--- config.mk ---
export PLATFORM = sky130hd
export DESIGN_NAME = enoc_input_unit_flat
export DESIGN_NICKNAME = d
export VERILOG_FILES = /design/src/rtl/enoc_input_unit_if.sv /design/src/rtl/enoc_input_unit.sv /design/src/flat_wrapper.sv
export SDC_FILE = /design/constraint.sdc
export NUM_CORES = 1
export LEC_CHECK = 0
export BUFFER_PORTS_ARGS = -buffer_cell sky130_fd_sc_hd__clkbuf_2
export CAP_MARGIN = 10
export CORE_MARGIN = 5
export CORE_UTILIZATION = 54
export DETAILED_ROUTE_END_ITERATION = 6
export PLACE_DENSITY_LB_ADDON = 0.1
export SLEW_MARGIN = 20
export SYNTH_ARGS = -nofsm -noshare
export SYNTH_HDL_FRONTEND = slang
export SYNTH_SLANG_ARGS = --single-unit
--- constraint.sdc ---
create_clock -name clk -period 5.5 [get_ports clk]
set_clock_uncertainty 0.2 [all_clocks]
set_input_delay 0 -clock clk [delete_from_list [all_inputs] [get_ports clk]]
set_output_delay 0 -clock clk [all_outputs]
set_load 0.05 [all_outputs]
--- src/rtl/enoc_input_unit_if.sv ---
// Router input-port bundle: upstream packet link plus
// head/request/grant signals toward switch control.
interface enoc_input_unit_if #(
  parameter int DATA_W = 32,
  parameter int M      = 5
);
  logic [DATA_W-1:0] i_data;
  logic              i_data_val;
  logic              o_en;
  logic [DATA_W-1:0] o_data;
  logic              o_data_val;
  logic [M-1:0]      o_output_req;
  logic              i_input_grant;
  logic              o_overflow;

  modport slave (
    input  i_data, i_data_val, i_input_grant,
    output o_en, o_data, o_data_val,
    output o_output_req, o_overflow
  );

  modport master (
    output i_data, i_data_val, i_input_grant,
    input  o_en, o_data, o_data_val,
    input  o_output_req, o_overflow
  );
endinterface

--- src/rtl/enoc_input_unit.sv ---
// ENoC router input unit: packet FIFO + XY route request.
// Define ENOC_ROUTE_REG_EN to register the route computation.
module enoc_input_unit #(
  parameter int DEPTH   = 8,
  parameter int X_NODES = 4,
  parameter int Y_NODES = 4,
  parameter int X_LOC   = 0,
  parameter int Y_LOC   = 0,
  parameter int DATA_W  = 32,
  parameter int M       = 5
) (
  input  logic clk,
  input  logic reset_n,
  input  logic ce,
  enoc_input_unit_if.slave io
);

  localparam int AW = $clog2(DEPTH);
  localparam int XW = $clog2(X_NODES);
  localparam int YW = $clog2(Y_NODES);
  localparam logic [XW-1:0] LX = XW'(X_LOC);
  localparam logic [YW-1:0] LY = YW'(Y_LOC);
  localparam logic [AW:0] EN_MAX = (AW+1)'(DEPTH - 2);

  logic [DATA_W-1:0] r_mem [DEPTH];
  logic [AW:0]       r_wr_ptr;
  logic [AW:0]       r_rd_ptr;
  logic              r_en;
  logic              r_ovf;

  logic [AW:0]       w_count;
  logic [AW:0]       w_count_nxt;
  logic              w_empty;
  logic              w_full;
  logic              w_pop;
  logic              w_push;
  logic              w_xeq;
  logic [DATA_W-1:0] w_head;
  logic [XW-1:0]     w_dx;
  logic [YW-1:0]     w_dy;
  logic [M-1:0]      w_route;
  logic [M-1:0]      w_req;

  assign w_count = r_wr_ptr - r_rd_ptr;
  assign w_empty = (r_wr_ptr == r_rd_ptr);
  assign w_full  = (r_wr_ptr[AW] != r_rd_ptr[AW]) &&
                   (r_wr_ptr[AW-1:0] == r_rd_ptr[AW-1:0]);

  assign w_head = r_mem[r_rd_ptr[AW-1:0]];
  assign w_dx   = w_head[DATA_W-1 -: XW];
  assign w_dy   = w_head[DATA_W-1-XW -: YW];
  assign w_xeq  = (w_dx == LX);

  // XY order: resolve x first, then y; y grows southward
  always_comb begin
    w_route = '0;
    unique case (1'b1)
      (w_dx > LX):           w_route[2] = 1'b1;
      (w_dx < LX):           w_route[4] = 1'b1;
      (w_xeq && w_dy > LY):  w_route[3] = 1'b1;
      (w_xeq && w_dy < LY):  w_route[1] = 1'b1;
      default:               w_route[0] = 1'b1;
    endcase
  end

`ifdef ENOC_ROUTE_REG_EN
  logic [M-1:0] r_route;
  logic         r_rv;

  // route-valid drops on pop, giving a one-cycle bubble
  always_ff @(posedge clk or negedge reset_n) begin
    if (!reset_n) begin
      r_route <= '0;
      r_rv    <= 1'b0;
    end else if (ce) begin
      if (w_pop || w_empty) begin
        r_rv <= 1'b0;
      end else begin
        r_route <= w_route;
        r_rv    <= 1'b1;
      end
    end
  end

  assign w_req = (r_rv && !w_empty) ? r_route : '0;
`else
  assign w_req = w_empty ? '0 : w_route;
`endif

  assign w_pop  = ce && io.i_input_grant && (|w_req);
  assign w_push = ce && io.i_data_val && (!w_full || w_pop);

  assign w_count_nxt = w_count
                     + (AW+1)'(w_push)
                     - (AW+1)'(w_pop);

  always_ff @(posedge clk) begin
    if (w_push) begin
      r_mem[r_wr_ptr[AW-1:0]] <= io.i_data;
    end
  end

  always_ff @(posedge clk or negedge reset_n) begin
    if (!reset_n) begin
      r_wr_ptr <= '0;
      r_rd_ptr <= '0;
      r_en     <= 1'b1;
      r_ovf    <= 1'b0;
    end else if (ce) begin
      if (w_push) begin
        r_wr_ptr <= r_wr_ptr + 1'b1;
      end
      if (w_pop) begin
        r_rd_ptr <= r_rd_ptr + 1'b1;
      end
      if (io.i_data_val && !w_push) begin
        r_ovf <= 1'b1;
      end
      r_en <= (w_count_nxt <= EN_MAX);
    end
  end

  assign io.o_data       = w_empty ? '0 : w_head;
  assign io.o_data_val   = !w_empty;
  assign io.o_output_req = w_req;
  assign io.o_en         = r_en;
  assign io.o_overflow   = r_ovf;

endmodule

--- src/flat_wrapper.sv ---
// flat-port wrapper written by rule: the top's interface ports become plain ports
module enoc_input_unit_flat 
#(
  parameter int DEPTH   = 8,
  parameter int X_NODES = 4,
  parameter int Y_NODES = 4,
  parameter int X_LOC   = 0,
  parameter int Y_LOC   = 0,
  parameter int DATA_W  = 32,
  parameter int M       = 5
)
  (clk, reset_n, ce, io_i_data, io_i_data_val, io_i_input_grant, io_o_en, io_o_data, io_o_data_val, io_o_output_req, io_o_overflow);
  enoc_input_unit_if #(.DATA_W(DATA_W), .M(M)) io_i ();
  input  logic clk;
  input  logic reset_n;
  input  logic ce;
  input wire logic [$bits(io_i.i_data)-1:0] io_i_data;
  input wire logic [$bits(io_i.i_data_val)-1:0] io_i_data_val;
  input wire logic [$bits(io_i.i_input_grant)-1:0] io_i_input_grant;
  output wire logic [$bits(io_i.o_en)-1:0] io_o_en;
  output wire logic [$bits(io_i.o_data)-1:0] io_o_data;
  output wire logic [$bits(io_i.o_data_val)-1:0] io_o_data_val;
  output wire logic [$bits(io_i.o_output_req)-1:0] io_o_output_req;
  output wire logic [$bits(io_i.o_overflow)-1:0] io_o_overflow;
  assign io_i.i_data = io_i_data;
  assign io_i.i_data_val = io_i_data_val;
  assign io_i.i_input_grant = io_i_input_grant;
  assign io_o_en = io_i.o_en;
  assign io_o_data = io_i.o_data;
  assign io_o_data_val = io_i.o_data_val;
  assign io_o_output_req = io_i.o_output_req;
  assign io_o_overflow = io_i.o_overflow;
  enoc_input_unit #(.DEPTH(DEPTH), .X_NODES(X_NODES), .Y_NODES(Y_NODES), .X_LOC(X_LOC), .Y_LOC(Y_LOC), .DATA_W(DATA_W), .M(M)) u_core (.clk(clk), .reset_n(reset_n), .ce(ce), .io(io_i));
endmodule
==> Word-level counts from Yosys, hierarchy flattened <==
Memory sizes are Yosys's and may differ from the RTL's.
Cells that the tools add are included.
{ "word_totals": {"out_inout_bits": 40, "inputBits": 37, "mem_count": 1, "mem_bits_rw": 256, "elab_cells": 45, "regBits": 10} }
{ "classes": {"order_cmp": 5, "n_mux": 9, "reduce_logical": 18, "n_addsub": 5, "eq_ne": 3} }
{ "memory_table": {"columns": ["name", "depth", "word_bits", "rd", "rd_clocked_by_memory_dff", "wr", "line", "rtl"], "rows": [
  ["u_core.r_mem", 8, 32, 1, 0, 1, "enoc_input_unit.sv:25", "logic [DATA_W-1:0] r_mem [DEPTH];"]
]} }
{ "op_table": {"columns": ["op", "count"], "rows": [
  ["32-bit 2-to-1 mux", 1],
  ["4-bit by 1-bit adder with 4-bit output, second input constant", 2],
  ["1-bit logical AND", 8],
  ["1-bit 2-to-1 mux", 7],
  ["2-bit AND reduction", 3],
  ["5-bit 2-to-1 mux", 1],
  ["5-bit OR reduction", 1],
  ["4-bit by 1-bit adder with 4-bit output", 1],
  ["4-bit equality test", 1],
  ["2-bit by 1-bit greater-than comparator with 1-bit output, second input constant", 2],
  ["4-bit by 3-bit less-or-equal comparator with 1-bit output, second input constant", 1],
  ["2-bit by 1-bit < comparator with 1-bit output, second input constant", 2],
  ["4-bit OR reduction", 1],
  ["4-bit by 1-bit subtractor with 4-bit output", 1],
  ["4-bit subtractor", 1],
  ["3-bit equality test", 1],
  ["1-bit zero test", 3],
  ["2-bit zero test", 1],
  ["1-bit logical OR", 1],
  ["1-bit != test", 1]
]} }

==> Logic depth before layout (Yosys ltp) <==
An unclocked memory read counts as a cell.
{ "logic_depth": {"word_depth": 13, "ltp_mapped": 14, "mapped_depth_nobuf": 14} }

==> Least setup slack after synthesis <==
OpenSTA, ideal clock, no wires.
{ "synth_path": {"path_kind": "reg2reg", "startpoint": "register u_core.r_wr_ptr[2]", "endpoint": "memory u_core.r_mem[4][0], enable pin", "t_required_ns": 4.787, "synth_period_minus_slack_ns": 5.422, "setup_slack_ns": 0.078, "stages_incl_launch_ff": 6, "arrival_ns": 4.709, "n_path_buf": 0, "path_cell_list": "dfrtp_1 > inv_1 > ha_1 > and3_1 > a21boi_2 > nor4b_1"} }
{ "synth_between": {"elab_chain_cells": 8, "word_cells_on_any_way": 11} }
{ "synth_rtl": {"columns": ["element", "line", "rtl"], "rows": [
  ["start, declared", "enoc_input_unit.sv:26", "logic [AW:0] r_wr_ptr;"],
  ["start signal, assigned", "enoc_input_unit.sv:111", "r_wr_ptr <= r_wr_ptr + 1'b1;"],
  ["4-bit equality test", "enoc_input_unit.sv:45", "assign w_empty = (r_wr_ptr == r_rd_ptr);"],
  ["5-bit 2-to-1 mux", "enoc_input_unit.sv:87", "assign w_req = w_empty ? '0 : w_route;"],
  ["5-bit OR reduction", "enoc_input_unit.sv:90", "assign w_pop = ce && io.i_input_grant && (|w_req);"],
  ["1-bit logical AND", "enoc_input_unit.sv:90", null],
  ["1-bit logical OR", "enoc_input_unit.sv:91", "assign w_push = ce && io.i_data_val && (!w_full || w_pop);"],
  ["1-bit logical AND", "enoc_input_unit.sv:91", null],
  ["1-bit 2-to-1 mux", "enoc_input_unit.sv:98", "if (w_push) begin"],
  ["1-bit 2-to-1 mux (not written as such)", "enoc_input_unit.sv:99", "r_mem[r_wr_ptr[AW-1:0]] <= io.i_data;"],
  ["end, declared", "enoc_input_unit.sv:25", null]
]} }
Several ways; a longest one is shown, not always the timed one.

==> Worst setup path in the final report <==
{ "layout_path": {"startpoint": "register u_core.r_wr_ptr[2]", "endpoint": "register u_core.r_en (netlist: u_core.io.o_en)"} }
{ "layout_between": {"elab_chain_cells": 9, "word_cells_on_any_way": 13} }
{ "layout_rtl": {"columns": ["element", "line", "rtl"], "rows": [
  ["4-bit equality test", "enoc_input_unit.sv:45", null],
  ["5-bit 2-to-1 mux", "enoc_input_unit.sv:87", null],
  ["5-bit OR reduction", "enoc_input_unit.sv:90", null],
  ["1-bit logical AND", "enoc_input_unit.sv:90", null],
  ["1-bit logical OR", "enoc_input_unit.sv:91", null],
  ["1-bit logical AND", "enoc_input_unit.sv:91", null],
  ["4-bit by 1-bit adder with 4-bit output", "enoc_input_unit.sv:94", "+ (AW+1)'(w_push)"],
  ["4-bit by 1-bit subtractor with 4-bit output (*)", "enoc_input_unit.sv:95", "- (AW+1)'(w_pop);"],
  ["4-bit by 3-bit less-or-equal comparator with 1-bit output (*)", "enoc_input_unit.sv:119", "r_en <= (w_count_nxt <= EN_MAX);"],
  ["end signal, assigned", "enoc_input_unit.sv:119", null],
  ["end, declared", "enoc_input_unit.sv:28", "logic r_en;"]
]} }
Every way passes the cells marked *; elsewhere a longest branch is shown, timed or not.
A chain may end at the register's enable or synchronous reset.

==> results.ini <==
[status]
status=finished clean

[worst_setup_path]
critPathMaxFanout=6
crit_arrival_ps=4220
slowest_delay_ps=560
crit_buf_inv=3
end_kind=flip-flop
r2r_cells=14
crit_type=reg2reg
reg2reg_from=u_core.r_wr_ptr[2]$_DFFE_PN0P_
slowest_stage=fa_1
worstSetupEndpoint=u_core.io.o_en$_DFFE_PN1P_
timing.rr.end=u_core.io.o_en$_DFFE_PN1P_
required_ps=5750
crit_chain=inv_1 > ha_1 > and4_2 > nor2_1 > inv_1 > fa_1 > fa_1 > ha_1 > inv_1 > fa_1 > xor2_1 > xnor2_1 > xnor2_1 > o22ai_1
start_kind=flip-flop
critPathTopFamily=adder cells
crit_start=u_core.r_wr_ptr[2]$_DFFE_PN0P_
critical_path_depth=14
rrSetupSlack_ps=1530

[detailed_routing]
avgRoutedWirePerCell_um=22.6
totalWireLength_mm=20.3
via_per_inst=5.57
first_pass_iters=4
vias=4994
ant_nets=0
drc=0
drt_iter0_drc=228

[floorplan]
dieArea_mm2=0.0224
fp-row-count=51
initial_utilization_pct=54.4
die_h_um=150
core_area_mm2=0.0193
io_pins=77
die_w_um=150

[cells_and_area]
nFillCells=1367
layout-drive-gt1-share_pct=32.3
finalNetCount=657
n_antenna_cell=0
area_growth_pct=17.7

[cts]
cts_tree=built
post_cts_buffers=0
clkTransAtPathRegs_ps=60
clock_sinks=266
clock_latency_ps=530
htreeDepth=1
numCtsBuffers=27
root_buffer=clkbuf_16
cts-root-to-sink-buffers=3

[placed_design]
gp_congestion=0.742
pre_cts_slack_ps=1550
dp_hpwl_mm=10.3
io_buffers=74

[yosys]
synth_edf_count=256
ys.flop_type=edfxtp_1
synth_top_area_cell=edfxtp_1
synth-seq-cells=266
postSynthCellCount=486
synthTopCellsByArea=edfxtp_1 (73%), mux4_2 (14%), mux2i_1 (2.9%)
ys_async_sr_fraction_pct=3.76
ys_top_cells_by_count=edfxtp_1 (256), mux4_2 (64), nor2_1 (37)
syn-mean-instance-area_um2=21.6
ys_seq_area_share_pct=75.5
ys_warn_count=0
synth.distinct_cells=40
synth_top_area_share_pct=73.1
synth_area_mm2=0.0105
yosysMostFrequentCell=edfxtp_1

[timing]
finalCritPeriodShare_pct=72.1
worst_pin_slew_ps=1080
hold_viol_final=0
maxSlewViolCount=0
rsz0062_at_grt=false
setup_viol=0
fmax_mhz=252
slew_headroom_pct=27.9
timing.final.ws_setup_ps=1530
tns_ps=0
period_minus_slack_ps=3970

[grt]
grt-ovfl-total=0
antenna_found_initial=0
grt_usage_pct=18.6
grt_pass1_wl_mm=31.2
grt_max_degree=65
grt_pass1_vias=5440

[pwr]
power_frac_comb_pct=41.9
switching_power_w=0.00278
power.leakage_nw=4.24
power.internal_w=0.00436
power_frac_clock_pct=23.0
peakVddDrop_mv=0.383
power_density_mw_per_mm2=577
seqPwrFrac_pct=35.0
swShare_pct=38.9

[min_path]
hold_path_class=in2reg
worst_hold_path.num_cells=4

[run]
drv_cap=0

==> power by group through the flow <==
stage	logic [W]	clock network, W	registers, W
after floorplan	0.00237	0	0.00253
final	0.00299	0.00164	0.00250
after global placement	0.00298	0	0.00253
after CTS	0.00304	0.00167	0.00250
after detailed placement	0.00301	0	0.00254
after global routing	0.00321	0.00176	0.00252
==> registers in the layout, summed over array words and instances (netlist names) <==
name	flops
u_core.r_wr_ptr	4
u_core.r_rd_ptr	4
u_core.io.o_overflow	1
u_core.io.o_en	1
u_core.r_mem	256
==> cell type report <==
cell class | instances | area [um2] | share of cell area [%]
multi-input cells | 185 | 2420 | 19.6
repair buffers | 123 | 846 | 6.84
flip-flops and latches | 266 | 7950 | 64.2
inverters | 9 | 33.8 | 0.273
clock buffers | 33 | 698 | 5.64
well taps | 265 | 332 | 2.68
clock inverters | 15 | 92.6 | 0.748
==> worst min-delay path by stage <==
| stage | slack (ps) | startpoint | endpoint |
|---|---|---|---|
| 3_3_place_gp | -310 | reset_n | u_core.io.o_overflow$_DFFE_PN0P_ |
| 3_5_place_dp | -310 | reset_n | u_core.io.o_overflow$_DFFE_PN0P_ |
| 6_report | 70 | ce | u_core.io.o_en$_DFFE_PN1P_ |
| 2_1_floorplan | -500 | reset_n | u_core.io.o_overflow$_DFFE_PN0P_ |
| 5_1_grt | 80 | ce | u_core.io.o_en$_DFFE_PN1P_ |
| 4_1_cts | 50 | ce | u_core.io.o_en$_DFFE_PN1P_ |
==> stage by stage <==
stage	utilization, %	cell area, um2	instances	power [W]	hold WS (ps)
floorplan	-	10500	487	0.00491	-496
finish	64.0	12400	896	0.00714	69.1
CTS	63.9	12400	895	0.00721	50.8
global route	64.0	12400	896	0.00749	81.3
detailed placement	57.8	11200	809	0.00556	-310
global placement	57.8	11200	809	0.00551	-314
==> logic make-up after synthesis <==
| family | Yosys count | share of synthesized area, % |
|---|---|---|
| adders and majority gates | 8 | 1.17 |
| buffers and inverters | 36 | 1.82 |
| other | 1 | 0.0357 |
| and+or+nand+nor | 56 | 2.62 |
| DFF | 266 | 75.5 |
| muxes | 98 | 17.2 |
| xor gates and xnor gates | 12 | 1.00 |
| AOI/OAI and AO/OA | 9 | 0.607 |
==> tightest hold or removal path, stage by stage <==
cell and delay [ps]:
dlygate4sd3_1 540, clkbuf_2 120, o21ai_0 70, o22ai_1 60
==> layer usage <==
metal,track usage (%),vias to the layer above,part of all wire (%)
met5,0,-,0
met4,4.71,0,1.7
met3,2.97,30,4.9
met2,32.4,132,52
met1,24.9,2607,42
li1,-,2225,-
==> cells in the final DEF, fill, tap and decap left out, types with 2 or more instances in the layout <==
| cell | netlist | layout |
|---|---|---|
| nor2_1 | 37 | 37 |
| inv_2 | 2 | 2 |
| mux2i_4 | 2 | 2 |
| dfrtp_2 | 0 | 2 |
| inv_1 | 7 | 7 |
| clkbuf_1 | 7 | 6 |
| xnor2_1 | 7 | 7 |
| fa_1 | 3 | 3 |
| and4_2 | 0 | 2 |
| clkinv_1 | 0 | 8 |
| dlygate4sd3_1 | 0 | 38 |
| xor2_1 | 5 | 5 |
| nand2_1 | 3 | 3 |
| mux2_1 | 2 | 2 |
| conb_1 | 1 | 2 |
| clkbuf_16 | 0 | 27 |
| clkbuf_2 | 0 | 74 |
| a21oi_1 | 4 | 3 |
| mux4_2 | 64 | 64 |
| clkinv_2 | 0 | 5 |
| dfrtp_1 | 9 | 6 |
| mux2i_1 | 30 | 30 |
| buf_4 | 8 | 10 |
| and4b_2 | 0 | 2 |
| ha_1 | 5 | 5 |
| edfxtp_1 | 256 | 256 |
==> timing repair <==
action,in CTS,in global routing
gates resized for setup,0,0
hold endpoints to repair,283,0
hold buffers,38,0
(Power assumes the default switching activity.)
